### config.mk
export PLATFORM = sky130hd
export DESIGN_NAME = ccr_flag_unit_flat
export DESIGN_NICKNAME = d
export VERILOG_FILES = /design/src/rtl/ccr_flag_unit_pkg.sv /design/src/rtl/ccr_flag_unit_if.sv /design/src/rtl/ccr_flag_unit_shadow_stack.sv /design/src/rtl/ccr_flag_unit.sv /design/src/flat_wrapper.sv
export SDC_FILE = /design/constraint.sdc
export NUM_CORES = 1
export LEC_CHECK = 0
export ABC_AREA = 1
export CAP_MARGIN = 20
export CORE_ASPECT_RATIO = 1.2
export CORE_MARGIN = 2
export CORE_UTILIZATION = 41
export DETAILED_ROUTE_END_ITERATION = 7
export GPL_TIMING_DRIVEN = 0
export PLACE_DENSITY = 0.82
export SLEW_MARGIN = 20
export SYNTH_ARGS = -nofsm -noshare
export SYNTH_HDL_FRONTEND = slang
export SYNTH_HIERARCHICAL = 1
export SYNTH_SLANG_ARGS = --single-unit
### constraint.sdc
create_clock -name clk -period 1.7 [get_ports clk]
set_clock_uncertainty 0.2 [all_clocks]
set_input_delay 0.51 -clock clk [delete_from_list [all_inputs] [get_ports clk]]
set_output_delay 0.51 -clock clk [all_outputs]
set_load 0.05 [all_outputs]
### src/rtl/ccr_flag_unit_pkg.sv
// rtl/ccr_flag_unit_pkg.sv - shared core control constants: branch types, flag indices, CCR width
package core_ctrl_pkg;

  localparam int CCR_W  = 4;
  localparam int FLAG_Z = 0;
  localparam int FLAG_N = 1;
  localparam int FLAG_C = 2;
  localparam int FLAG_V = 3;

  typedef enum logic [2:0] {
    BR_NONE = 3'b000,
    BR_JZ   = 3'b001,
    BR_JN   = 3'b010,
    BR_JC   = 3'b011,
    BR_JV   = 3'b100,
    BR_LOOP = 3'b101,
    BR_JMP  = 3'b110,
    BR_RET  = 3'b111
  } btype_e;

  // Flags a taken conditional branch consumes; unconditional types consume nothing.
  function automatic logic [CCR_W-1:0] consume_mask(input logic [2:0] bt);
    logic [CCR_W-1:0] m;
    m = '0;
    case (bt)
      BR_JZ:   m[FLAG_Z] = 1'b1;
      BR_JN:   m[FLAG_N] = 1'b1;
      BR_JC:   m[FLAG_C] = 1'b1;
      BR_JV:   m[FLAG_V] = 1'b1;
      default: m = '0;
    endcase
    return m;
  endfunction

endpackage

### src/rtl/ccr_flag_unit_if.sv
// rtl/ccr_flag_unit_if.sv - execute/branch-side bundle of the CCR flag unit
interface ccr_flag_unit_if #(parameter int CNT_W = 2);
  logic [3:0]       alu_flags_in;
  logic [3:0]       alu_flag_we;
  logic             setc;
  logic             clrc;
  logic [2:0]       btype;
  logic             b_take;
  logic             int_save;
  logic             rti_restore;
  logic             err_clr;
  logic [3:0]       flag_mask;
  logic [CNT_W-1:0] shadow_count;
  logic             shadow_overflow;
  logic             shadow_underflow;

  modport master (
    output alu_flags_in, alu_flag_we, setc, clrc, btype, b_take,
           int_save, rti_restore, err_clr,
    input  flag_mask, shadow_count, shadow_overflow, shadow_underflow
  );

  modport slave (
    input  alu_flags_in, alu_flag_we, setc, clrc, btype, b_take,
           int_save, rti_restore, err_clr,
    output flag_mask, shadow_count, shadow_overflow, shadow_underflow
  );
endinterface

### src/rtl/ccr_flag_unit_shadow_stack.sv
// rtl/ccr_flag_unit_shadow_stack.sv - ccr_shadow_stack: LIFO of CCR snapshots with count/full/empty
module ccr_shadow_stack #(
  parameter int DEPTH = 2,
  parameter int CNT_W = 2,
  parameter int W     = 4
) (
  input  logic             clk,
  input  logic             rst_n,
  input  logic             push_i,
  input  logic             pop_i,
  input  logic [W-1:0]     din_i,
  output logic [W-1:0]     top_o,
  output logic [CNT_W-1:0] count_o,
  output logic             full_o,
  output logic             empty_o
);

  logic [W-1:0]     mem_q [DEPTH];
  logic [CNT_W-1:0] count_q;

  assign count_o = count_q;
  assign full_o  = (count_q == CNT_W'(DEPTH));
  assign empty_o = (count_q == '0);

  always_comb begin
    top_o = '0;
    for (int i = 0; i < DEPTH; i++) begin
      if (count_q == CNT_W'(i + 1)) top_o = mem_q[i];
    end
  end

  always_ff @(posedge clk or negedge rst_n) begin
    if (!rst_n) begin
      for (int i = 0; i < DEPTH; i++) mem_q[i] <= '0;
      count_q <= '0;
    end else if (push_i && !full_o) begin
      for (int i = 0; i < DEPTH; i++) begin
        if (count_q == CNT_W'(i)) mem_q[i] <= din_i;
      end
      count_q <= count_q + CNT_W'(1);
    end else if (pop_i && !empty_o) begin
      count_q <= count_q - CNT_W'(1);
    end
  end

endmodule

### src/rtl/ccr_flag_unit.sv
// rtl/ccr_flag_unit.sv - condition-code register with priority merge and interrupt shadow stack
// Optional macro CCR_BYPASS_EN forwards ccr_nx combinationally onto flag_mask.
module ccr_flag_unit
  import core_ctrl_pkg::*;
#(
  parameter int SHADOW_DEPTH = 2,
  parameter int CNT_W        = 2
) (
  input logic            clk,
  input logic            rst_n,
  ccr_flag_unit_if.slave bus
);

  logic [CCR_W-1:0] ccr_q, ccr_nx, top_snap;
  logic [CNT_W-1:0] count;
  logic             full, empty;
  logic             restore_ok, push;
  logic             ovf_event, unf_event;
  logic             ovf_q, ovf_d, unf_q, unf_d;

  assign restore_ok = bus.rti_restore && !empty;
  assign push       = bus.int_save && !bus.rti_restore && !full;

  // Sources applied lowest priority first so later assignments override.
  always_comb begin
    ccr_nx = ccr_q;
    if (bus.b_take) ccr_nx = ccr_nx & ~consume_mask(bus.btype);
    if (bus.clrc)      ccr_nx[FLAG_C] = 1'b0;
    else if (bus.setc) ccr_nx[FLAG_C] = 1'b1;
    ccr_nx = (ccr_nx & ~bus.alu_flag_we) | (bus.alu_flags_in & bus.alu_flag_we);
    if (restore_ok) ccr_nx = top_snap;
  end

  // Simultaneous save and restore drops the save and is reported as overflow.
  assign ovf_event = bus.int_save && (bus.rti_restore || full);
  assign unf_event = bus.rti_restore && empty;
  assign ovf_d     = ovf_event || (ovf_q && !bus.err_clr);
  assign unf_d     = unf_event || (unf_q && !bus.err_clr);

  always_ff @(posedge clk or negedge rst_n) begin
    if (!rst_n) begin
      ccr_q <= '0;
      ovf_q <= 1'b0;
      unf_q <= 1'b0;
    end else begin
      ccr_q <= ccr_nx;
      ovf_q <= ovf_d;
      unf_q <= unf_d;
    end
  end

  ccr_shadow_stack #(
    .DEPTH (SHADOW_DEPTH),
    .CNT_W (CNT_W),
    .W     (CCR_W)
  ) u_stack (
    .clk     (clk),
    .rst_n   (rst_n),
    .push_i  (push),
    .pop_i   (restore_ok),
    .din_i   (ccr_nx),
    .top_o   (top_snap),
    .count_o (count),
    .full_o  (full),
    .empty_o (empty)
  );

`ifdef CCR_BYPASS_EN
  assign bus.flag_mask = rst_n ? ccr_nx : '0;
`else
  assign bus.flag_mask = ccr_q;
`endif
  assign bus.shadow_count     = count;
  assign bus.shadow_overflow  = ovf_q;
  assign bus.shadow_underflow = unf_q;

endmodule

### src/flat_wrapper.sv
// flat-port wrapper written by rule: the top's interface ports become plain ports
module ccr_flag_unit_flat import core_ctrl_pkg::*;
#(
  parameter int SHADOW_DEPTH = 2,
  parameter int CNT_W        = 2
)
  (clk, rst_n, bus_alu_flags_in, bus_alu_flag_we, bus_setc, bus_clrc, bus_btype, bus_b_take, bus_int_save, bus_rti_restore, bus_err_clr, bus_flag_mask, bus_shadow_count, bus_shadow_overflow, bus_shadow_underflow);
  ccr_flag_unit_if #(.CNT_W(CNT_W)) bus_i ();
  input logic clk;
  input logic rst_n;
  input wire logic [$bits(bus_i.alu_flags_in)-1:0] bus_alu_flags_in;
  input wire logic [$bits(bus_i.alu_flag_we)-1:0] bus_alu_flag_we;
  input wire logic [$bits(bus_i.setc)-1:0] bus_setc;
  input wire logic [$bits(bus_i.clrc)-1:0] bus_clrc;
  input wire logic [$bits(bus_i.btype)-1:0] bus_btype;
  input wire logic [$bits(bus_i.b_take)-1:0] bus_b_take;
  input wire logic [$bits(bus_i.int_save)-1:0] bus_int_save;
  input wire logic [$bits(bus_i.rti_restore)-1:0] bus_rti_restore;
  input wire logic [$bits(bus_i.err_clr)-1:0] bus_err_clr;
  output wire logic [$bits(bus_i.flag_mask)-1:0] bus_flag_mask;
  output wire logic [$bits(bus_i.shadow_count)-1:0] bus_shadow_count;
  output wire logic [$bits(bus_i.shadow_overflow)-1:0] bus_shadow_overflow;
  output wire logic [$bits(bus_i.shadow_underflow)-1:0] bus_shadow_underflow;
  assign bus_i.alu_flags_in = bus_alu_flags_in;
  assign bus_i.alu_flag_we = bus_alu_flag_we;
  assign bus_i.setc = bus_setc;
  assign bus_i.clrc = bus_clrc;
  assign bus_i.btype = bus_btype;
  assign bus_i.b_take = bus_b_take;
  assign bus_i.int_save = bus_int_save;
  assign bus_i.rti_restore = bus_rti_restore;
  assign bus_i.err_clr = bus_err_clr;
  assign bus_flag_mask = bus_i.flag_mask;
  assign bus_shadow_count = bus_i.shadow_count;
  assign bus_shadow_overflow = bus_i.shadow_overflow;
  assign bus_shadow_underflow = bus_i.shadow_underflow;
  ccr_flag_unit #(.SHADOW_DEPTH(SHADOW_DEPTH), .CNT_W(CNT_W)) u_core (.clk(clk), .rst_n(rst_n), .bus(bus_i));
endmodule
== Word level (Yosys, flattened, before mapping) ==
Index checks and enable logic that the tools add are counted.

* Input bits: 19
* Bits in registers: 16
* Output and inout bits: 8
* Word-level logic and storage cells: 56

* Add/sub/neg operators: 2
* Mux-type cells: 16
* Equality and inequality tests: 6
* Reductions and logical operators: 20
* Bitwise operators: 6

{| class="wikitable"
|+ Operators with widths
! kind !! count
|-
| 2-to-1 mux 4 bit || 4
|-
| bitwise AND 4 bit || 3
|-
| 2-to-1 mux 1 bit || 10
|-
| logical AND 1 bit || 9
|-
| NOT 4 bit || 2
|-
| == test 3 x 2 -> 1 bit, second input constant || 2
|-
| zero test 1 bit || 4
|-
| 2-to-1 mux 2 bit || 2
|-
| bitwise OR 4 bit || 1
|-
| AND reduction 2 bit || 2
|-
| == test 3 x 1 -> 1 bit, second input constant || 1
|-
| == test 3 bit, second input constant || 1
|-
| logical OR 1 bit || 3
|-
| adder 2 x 1 -> 2 bit, second input constant || 1
|-
| == test 2 x 1 -> 1 bit, second input constant || 1
|-
| == test 2 bit, second input constant || 1
|-
| zero test 2 bit || 1
|-
| nonzero test 2 bit || 1
|-
| subtractor 2 x 1 -> 2 bit, second input constant || 1
|}

== Longest topological paths before layout ==
Gate-level depths: netlist of the first run.

* Depth in word-level cells: 11
* Mapped depth: 10
* Gate-level depth less buffers: 10

== By module ==
Netlist of the first run, hierarchy kept.

{| class="wikitable"
|+ By module, submodules not included
! module !! cells an instance !! seq. area each (µm²) !! times used !! area each (µm²)
|-
| ccr_shadow_stack || 66 || 250.2 || 1 || 519.2
|-
| ccr_flag_unit || 47 || 150.1 || 1 || 356.6
|}

== Worst setup path after synthesis of the first run ==
OpenSTA, ideal clock, no wires.

* Kind: reg-to-reg
* From: register u_core.u_stack.count_q[0], in the netlist u_core/u_stack/count_o[0]
* To: register u_core/u_stack/mem_q[4] in the netlist's numbering
* Setup time: 0.126 ns
* Required time: 1.374 ns
* Stages on the path, launching flop included: 7
* Data arrival time: 1.718 ns
* Setup slack: -0.344 ns
* Buffers on the path: 0
* Period minus slack after synthesis: 2.044 ns
* Cells stage by stage: dfrtp_1 inv_1 ha_1 nor2_1 nand3_2 nand2_1 o21ai_0

* Word-level cells in the longest chain between the ends: 5
* Elaborated cells on any way between the ends: 12
* Those cells by class: eq/ne (2); mux (3); reduce/logical (7)

{| class="wikitable"
|+ RTL lines
! item !! RTL line !! RTL
|-
| start: declaration || ccr_flag_unit_shadow_stack.sv:19 || <nowiki>logic [CNT_W-1:0] count_q;</nowiki>
|-
| start signal: assignment || ccr_flag_unit_shadow_stack.sv:40 || <nowiki>count_q <= count_q + CNT_W'(1);</nowiki>
|-
| start signal: assignment || ccr_flag_unit_shadow_stack.sv:42 || <nowiki>count_q <= count_q - CNT_W'(1);</nowiki>
|-
| == test 2 bit || ccr_flag_unit_shadow_stack.sv:22 || <nowiki>assign full_o = (count_q == CNT_W'(DEPTH));</nowiki>
|-
| named net u_core.full || ccr_flag_unit.sv:16 || <nowiki>logic full, empty;</nowiki>
|-
| zero test 1 bit || ccr_flag_unit.sv:22 || <nowiki>assign push = bus.int_save && !bus.rti_restore && !full;</nowiki>
|-
| logical AND 1 bit || ccr_flag_unit.sv:22 ||
|-
| named net u_core.push || ccr_flag_unit.sv:17 || <nowiki>logic restore_ok, push;</nowiki>
|-
| logical AND 1 bit || ccr_flag_unit_shadow_stack.sv:36 || <nowiki>end else if (push_i && !full_o) begin</nowiki>
|-
| AND reduction 2 bit (no source line) || - ||
|-
| end signal: indexed assignment || ccr_flag_unit_shadow_stack.sv:38 || <nowiki>if (count_q == CNT_W'(i)) mem_q[i] <= din_i;</nowiki>
|-
| end: declaration || ccr_flag_unit_shadow_stack.sv:18 || <nowiki>logic [W-1:0] mem_q [DEPTH];</nowiki>
|}

The timed path passes the listed nets, and every way through them passes these cells.
A chain may end at the register's enable or synchronous reset.

== Worst setup path after layout of the first run ==
* From: input port bus_int_save
* To: register u_core/u_stack/mem_q[1] in the netlist's numbering

* Word-level cells in the longest chain between the ends: 4

{| class="wikitable"
|+ RTL lines
! item !! RTL line !! RTL
|-
| start: declaration || flat_wrapper.sv:17 || <nowiki>input wire logic [$bits(bus_i.int_save)-1:0] bus_int_save;</nowiki>
|-
| logical AND 1 bit (2 in a row) || ccr_flag_unit.sv:22 ||
|-
| named net u_core.push || ccr_flag_unit.sv:17 ||
|-
| logical AND 1 bit || ccr_flag_unit_shadow_stack.sv:36 ||
|-
| AND reduction 2 bit (no source line) || - ||
|}

The timed path passes the listed nets, and every way through them passes these cells.

==> results of run 1 <==
==> state kept, by name, indices dropped and copies added (netlist names) <==
| signal | cells |
|---|---|
| u_core/bus.shadow_underflow | 1 |
| u_core/u_stack/count_o | 2 |
| u_core/bus.shadow_overflow | 1 |
| u_core/bus.flag_mask | 4 |
| u_core/u_stack/mem_q | 8 |
==> timing repair <==
| item | in CTS | in global routing |
|---|---|---|
| resized for setup | 47 | 22 |
| buffers inserted | 1 | 3 |
| pin swaps | 1 | 19 |
| endpoints found under the setup margin | 16 | 11 |
==> where the power goes <==
| group | total (W) | internal [W] | switching (W) |
|---|---|---|---|
| combinational | 0.00139 | 0.000486 | 0.000904 |
| clock | 0.000255 | 0.000130 | 0.000125 |
| sequential | 0.000664 | 0.000555 | 0.000109 |
| total | 0.00231 | 0.00117 | 0.00114 |
==> worst min-delay path, cell delays in order (launching register included) <==
cell	delay (ns)
dfrtp_1	0.35
nand2_1	0.07
o21ai_2	0.05
==> kinds of logic (layout without fill, tap and decap cells) <==
family | Yosys count | count (layout) | synth area share, %
and+or+nand+nor | 56 | 56 | 30.6
AOI/OAI and AO/OA | 19 | 19 | 11.3
buffers and inverters | 19 | 53 | 8.14
DFF | 16 | 16 | 45.7
adders and majority gates | 3 | 3 | 4.29
==> how the worst max path moves through the flow <==
stage | from | endpoint | slack [ns] | cells past startpoint
floorplan | u_core/u_stack/count_o[0]$_DFFE_PN0P_ | u_core/u_stack/mem_q[5]$_DFFE_PN0P_ | 0.01 | 9
global placement | bus_rti_restore | u_core/u_stack/mem_q[4]$_DFFE_PN0P_ | -0.33 | 7
detailed placement | bus_rti_restore | u_core/u_stack/mem_q[4]$_DFFE_PN0P_ | -0.40 | 7
CTS | u_core/u_stack/count_o[0]$_DFFE_PN0P_ | bus_shadow_count[0] | 0.01 | 1
global route | u_core/u_stack/count_o[0]$_DFFE_PN0P_ | u_core/u_stack/mem_q[1]$_DFFE_PN0P_ | -0.04 | 9
finish | bus_int_save | u_core/u_stack/mem_q[1]$_DFFE_PN0P_ | 0.02 | 6
==> metal layers <==
layer / up-vias / wire, um / global-route usage, %
li1: 426 / - / -
met1: 407 / 899 / 20.7
met2: 20 / 1100 / 31.7
met3: 2 / 100 / 1.98
met4: 0 / 8 / 5.71
met5: - / 0 / 0
==> cell usage in the layout, fill, tap and decap left out <==
| cell type | synthesis | final |
|---|---|---|
| nor2_8 | 1 | 1 |
| ha_4 | 0 | 3 |
| clkbuf_4 | 0 | 3 |
| buf_4 | 0 | 5 |
| nand3_1 | 5 | 5 |
| nand2_1 | 35 | 34 |
| nand4_1 | 1 | 1 |
| nand2_2 | 2 | 3 |
| nor2_4 | 1 | 2 |
| inv_2 | 3 | 8 |
| inv_4 | 0 | 1 |
| inv_1 | 16 | 10 |
| dlymetal6s2s_1 | 0 | 1 |
| nand3_4 | 0 | 1 |
| dfrtp_2 | 0 | 2 |
| dfrtp_1 | 16 | 14 |
| o21ai_2 | 0 | 5 |
| o21ai_0 | 7 | 3 |
| o21ai_1 | 4 | 3 |
| nor2_2 | 1 | 5 |
| clkbuf_8 | 0 | 1 |
| a21oi_1 | 7 | 4 |
| nor2_1 | 6 | 1 |
| a21oi_2 | 1 | 4 |
| buf_2 | 0 | 7 |
| clkdlybuf4s50_1 | 0 | 17 |
| nand3b_1 | 3 | 3 |
==> cell type report <==
| cell class | instances | area [sq um] |
|---|---|---|
| clock buffer | 4 | 36.3 |
| inverter | 19 | 73.8 |
| fill | 165 | 744 |
| timing repair buffer | 30 | 255 |
| tap | 30 | 37.5 |
| multi-input combinational | 78 | 499 |
| sequential | 16 | 403 |
==> through the flow <==
stage	cells	power (W)	setup WS, ns	instance area [sq um]
floorplan	113	0.00152	0.0104	896
global placement	169	0.00183	-0.330	1190
detailed placement	169	0.00188	-0.403	1190
CTS	174	0.00215	0.0131	1230
global route	177	0.00246	-0.0376	1310
finish	177	0.00231	0.0180	1310
==> summary.md, run 1 <==
| Metric | Value |
|---|---|
| Arrival time at the worst endpoint | 1.66 ns |
| WP buf/inv | 1 |
| Status | finished clean |
| # nets final | 170 |
| CTS clk-pin slew, worst paths | 0.09 ns |
| Number of global-route vias before repair | 810 |
| CTS root buf | clkbuf_4 |
| VDD IR max | 1.19 mV |
| Setup TNS | 0 ns |
| Synth async-reset ratio | 100% |
| Worst min path class | reg -> reg |
| Max Cap Viol | 0 |
| DRC violations left | 0 |
| #FFs+latches synth | 16 |
| Critical path capture point type | flop |
| Clock Tree Buf Depth | 2 |
| Synth area leaders | dfrtp_1, nand2_1, inv_1, ha_1, a21oi_1 |
| Clock Latency Late Sink | 0.29 ns |
| 1st-iter DRT viols | 19 |
| Die Area | 2520 sq um |
| Commonest cells post-synth | nand2_1, dfrtp_1, inv_1 |
| CP max-delay cell | clkdlybuf4s50_1 |
| Area growth, synth to finish | 49.0% |
| Mapped Nets | 135 |
| Most common cell in the synthesized netlist | nand2_1 |
| Drt pass-1 iters | 4 |
| Die Width | 46.2 um |
| CORE AREA | 2050 sq um |
| Antenna Cells | 0 |
| Fraction of layout cells with a size suffix above 1 | 34.7% |
| Share of the yosys chip area belonging to registers | 45.7% |
| Hold Buf Count CTS | 0 |
| TritonCTS buffer count | 3 |
| Synth unique cells | 18 |
| Hold Path Cell Cnt | 2 |
| Syn Area/Cell | 7.75 sq um |
| Number of vias per cell | 4.83 |
| Rows | 18 |
| Flop2flop setup slack | 0.04 ns |
| Largest net degree at the start of global routing | 17 |
| Hold WS | 0.295 ns |
| RSZ-0062 raised after global routing | true |
| GRT overflow | 0 |
| # IOs | 27 |
| Critical path start-end classification | in -> reg |
| Starting Density | 42.7% |
| Worst r2r path cells | 8 |
| First-pass GRT wire length | 3180 um |
| Area fraction of the dominant cell type after synthesis | 45.7% |
| Worst relative slew slack | 48.6% |
| # clock sinks | 16 |
| Peak Freq | 595 MHz |
| Final period util | 98.9% |
| CP Launch Type | input pin |
| Final setup vio count | 0 |
| Synth warn | 6 |
| Pwr per Cell Area | 1770 nW/um^2 |
| H-tree levels | 1 |
| Vert. Die Dim | 54.6 um |
| Crit Reg-Reg Startpoint | u_core/u_stack/count_o[1]$_DFFE_PN0P_ |
| CP max stage delay | 0.51 ns |
| Min-Delay Startpoint | u_core/u_stack/mem_q[4]$_DFFE_PN0P_ |
| DR vias | 855 |
| Post-route ant nets | 0 |
| Port-buffer cells | 26 |
| Routability Congestion | 0.769 |
| Synthesized cell area | 876 sq um |
| Crit-path leading delay family | simple AND/OR/NAND/NOR gates |
| Synth area leader | dfrtp_1 |
| Crit path time final | 1.68 ns |
| Total wire length | 2110 um |
| Leak | 0.632 nW |
| Gr usage total | 17.4% |
| Most used cell along the critical path | nand2_2 |
| Cells after synthesis | 113 |
| Worst hold endpoint | u_core/u_stack/mem_q[4]$_DFFE_PN0P_ |
| Worst path required time | 1.67 ns |
| CP max FO | 8 |
| Detail Placement HPWL | 1510 um |
| Initial antenna violation count | 0 |
| Crit-path cells | clkdlybuf4s50_1, nand2_2, nor2_4, nand2_2, nand2_1, o21ai_2 |
| Final Core Density | 63.7% |
| EDFF count, synth | 0 |
| Drt wl/cell | 11.9 um |
| TritonCTS clock tree | yes |
| Pins Over Slew Limit | 0 |
| Worst Tran Pin Value | 0.769 ns |
| Critical R2R Capture | u_core/u_stack/mem_q[2]$_DFFE_PN0P_ |
| Hold Fails Final Rpt | 0 |
| Most used flip-flop cell after synthesis | dfrtp_1 |
No activity file was read; power rests on OpenSTA's default activity.
==> run 2, diff against run 1 <==
==> constraint.sdc (replaced) <==
create_clock -name clk -period 1.48 [get_ports clk]
set_clock_uncertainty 0.2 [all_clocks]
set_input_delay 0.444 -clock clk [delete_from_list [all_inputs] [get_ports clk]]
set_output_delay 0.444 -clock clk [all_outputs]
set_load 0.05 [all_outputs]
==> summary.md, run 2 (synthesis results as in run 1) <==
| Metric | Value |
|---|---|
| Status | complete, but fails checks |
| Violated checks | setup timing |
| Drt pass-1 iters | 4 (unchanged) |
| Peak Freq | 596 MHz |
| CTS clk-pin slew, worst paths | 0.10 ns (about the same) |
| Critical path start-end classification | reg -> reg |
| CP startpoint | u_core/u_stack/count_o[1]$_DFFE_PN0P_ |
| DR vias | 885 (+3.5%) |
| First-pass GRT wire length | 3390 um (+6.5%) |
| Flop2flop setup slack | -0.20 ns (-0.24 ns) |
| VDD IR max | 1.46 mV (+23%) |
| Detail Placement HPWL | 1550 um (+2.1%) |
| CORE AREA | 2050 sq um (unchanged) |
| Switch Pwr | 0.00135 W (+18%) |
| Total wire length | 2260 um (+7.3%) |
| Critical path capture point type | flop |
| Worst path required time | 1.50 ns (-0.17 ns) |
| Initial antenna violation count | 0 (unchanged) |
| Rows | 18 (unchanged) |
| Routability Congestion | 0.789 (+2.6%) |
| Hold Fails Final Rpt | 0 (unchanged) |
| # clock sinks | 16 (unchanged) |
| Setup TNS | -2.17 ns (-2.17 ns) |
| Final worst slack | -0.197 ns (-0.215 ns) |
| Leak | 0.683 nW (+8.0%) |
| Die Width | 46.2 um (unchanged) |
| Antenna Cells | 0 (unchanged) |
| Most frequent cells in the layout | nand2_1, clkdlybuf4s50_1, dfrtp_1 |
| Worst min path class | reg -> reg |
| Number of global-route vias before repair | 839 (+3.6%) |
| # IOs | 27 (unchanged) |
| Drt wl/cell | 12.2 um (+2.1%) |
| Starting Density | 42.7% (unchanged) |
| Worst Tran Pin Value | 0.731 ns (-0.0378 ns) |
| Final Core Density | 68.7% (+5.0 points) |
| Hold WS | 0.304 ns (+0.00924 ns) |
| GRT overflow | 0 (unchanged) |
| DRC violations left | 0 (unchanged) |
| Commonest non-fill, non-tap cell in the layout | nand2_1 |
| 1st-iter DRT viols | 21 (+2) |
| Fraction of layout cells with a size suffix above 1 | 32.7% (-2.0 points) |
| Max Cap Viol | 0 (unchanged) |
| Crit path time final | 1.68 ns |
| Sw Share | 45.9% (-3.4 points) |
| Clock Tree Buf Depth | 2 (unchanged) |
| CP Launch Type | flop |
| Number of vias per cell | 4.76 (-1.5%) |
| Top reg by flops | u_core/u_stack/mem_q |
| Final setup vio count | 22 (+22) |
| Die Area | 2520 sq um (unchanged) |
| Area growth, synth to finish | 60.7% |
| Final period util | 113% |
| Min-Delay Startpoint | u_core/u_stack/mem_q[4]$_DFFE_PN0P_ |
| Int Power | 0.00159 W (+36%) |
| CP max FO | 5 (-3) |
| H-tree levels | 1 (unchanged) |
| Largest net degree at the start of global routing | 17 (unchanged) |
| # nets final | 179 (+5.3%) |
| Gr usage total | 19.3% (+1.9 points) |
| RSZ-0062 raised after global routing | true |
| Vert. Die Dim | 54.6 um (unchanged) |
| CTS root buf | clkbuf_4 |
| TritonCTS buffer count | 3 (unchanged) |
| Worst relative slew slack | 51.1% (+2.5 points) |
| Max reg flops | 8 (unchanged) |
| Pwr per Cell Area | 2090 nW/um^2 (+18%) |
| Logic pwr share | 63.0% (+2.8 points) |
| Arrival time at the worst endpoint | 1.70 ns (+0.04 ns) |
| Sequential Power Share | 26.9% (-1.8 points) |
| Post-route ant nets | 0 (unchanged) |
| Pre-CTS worst setup slack | -0.490 ns (-0.0871 ns) |
| Clock Latency Late Sink | 0.29 ns (about the same) |
| Clock Power Share | 10.1% (-0.9 points) |
| Crit Reg-Reg Startpoint | u_core/u_stack/count_o[1]$_DFFE_PN0P_ |
| TritonCTS clock tree | yes |
| Port-buffer cells | 26 (unchanged) |
| Pins Over Slew Limit | 0 (unchanged) |
-- run 2: changes by cell type in the layout (fill, tap and decap cells not counted), moves of 2 or more --
cell     previous run  this run
buf_2               7         1
nor2_2              5         3
inv_1              10        13
buf_6               0         8
buf_4               5        11
inv_2               8         4
o21ai_2             5         0
nor2_1              1         3
o21ai_1             3         8
-- run 2: worst paths after layout --
check                                                         to  cells past startpoint
min in group asynchronous  u_core/u_stack/count_o[0]$_DFFE_PN0P_                      1
max in group asynchronous  u_core/u_stack/count_o[1]$_DFFE_PN0P_                      1
hold reg to reg              u_core/u_stack/mem_q[4]$_DFFE_PN0P_                      2
hold / removal               u_core/u_stack/mem_q[4]$_DFFE_PN0P_                      2
setup reg to reg             u_core/u_stack/mem_q[7]$_DFFE_PN0P_                     10
setup / recovery             u_core/u_stack/mem_q[7]$_DFFE_PN0P_                     10
-- run 2: repair_timing --
item                       4_1_cts  5_1_grt
pin swaps                       12        8
setup endpoints to repair       21       22
hold buffers                     0        0
resized for setup               62        9
setup buffers                    9        7
-- run 2: layout make-up --
class,instances,area (sq um)
fill,149,642
multi-input combinational,78,478
sequential,16,403
timing repair buffer,39,377
tap,30,37.5
clock buffer,4,36.3
inverter,19,76.3
-- run 2: worst max-delay path: stages, from the launching register on --
cell     delay, ns
dfrtp_2       0.46
inv_4         0.09
ha_4          0.14
inv_2         0.04
nor2_4        0.13
nand2_1       0.08
nand2_1       0.08
nor2_2        0.05
a21oi_2       0.11
inv_1         0.07
o21ai_1       0.15
-- run 2: layer usage --
| layer | vias to the layer above | part of all wire [%] | GRT usage, % |
|---|---|---|---|
| li1 | 441 | - | - |
| met4 | 0 | 1.5 | 12.4 |
| met5 | - | 0 | 0 |
| met3 | 4 | 4.3 | 5.28 |
| met2 | 19 | 52 | 33.1 |
| met1 | 421 | 42 | 20.2 |
-- run 2: power groups by stage --
stage	registers [W]	clock network (W)	logic, W
after CTS	0.000777	0.000308	0.00165
after global routing	0.000810	0.000333	0.00197
final	0.000790	0.000296	0.00185
after global placement	0.000759	0	0.00137
after floorplan	0.00110	0	0.000655
after detailed placement	0.000770	0	0.00140
-- run 2: through the flow --
step | cell area [sq um] | total power [W] | std cells
floorplan | 901 | 0.00176 | 113
global placement | 1200 | 0.00212 | 169
detailed placement | 1200 | 0.00217 | 169
CTS | 1330 | 0.00274 | 181
global route | 1410 | 0.00312 | 186
finish | 1410 | 0.00294 | 186
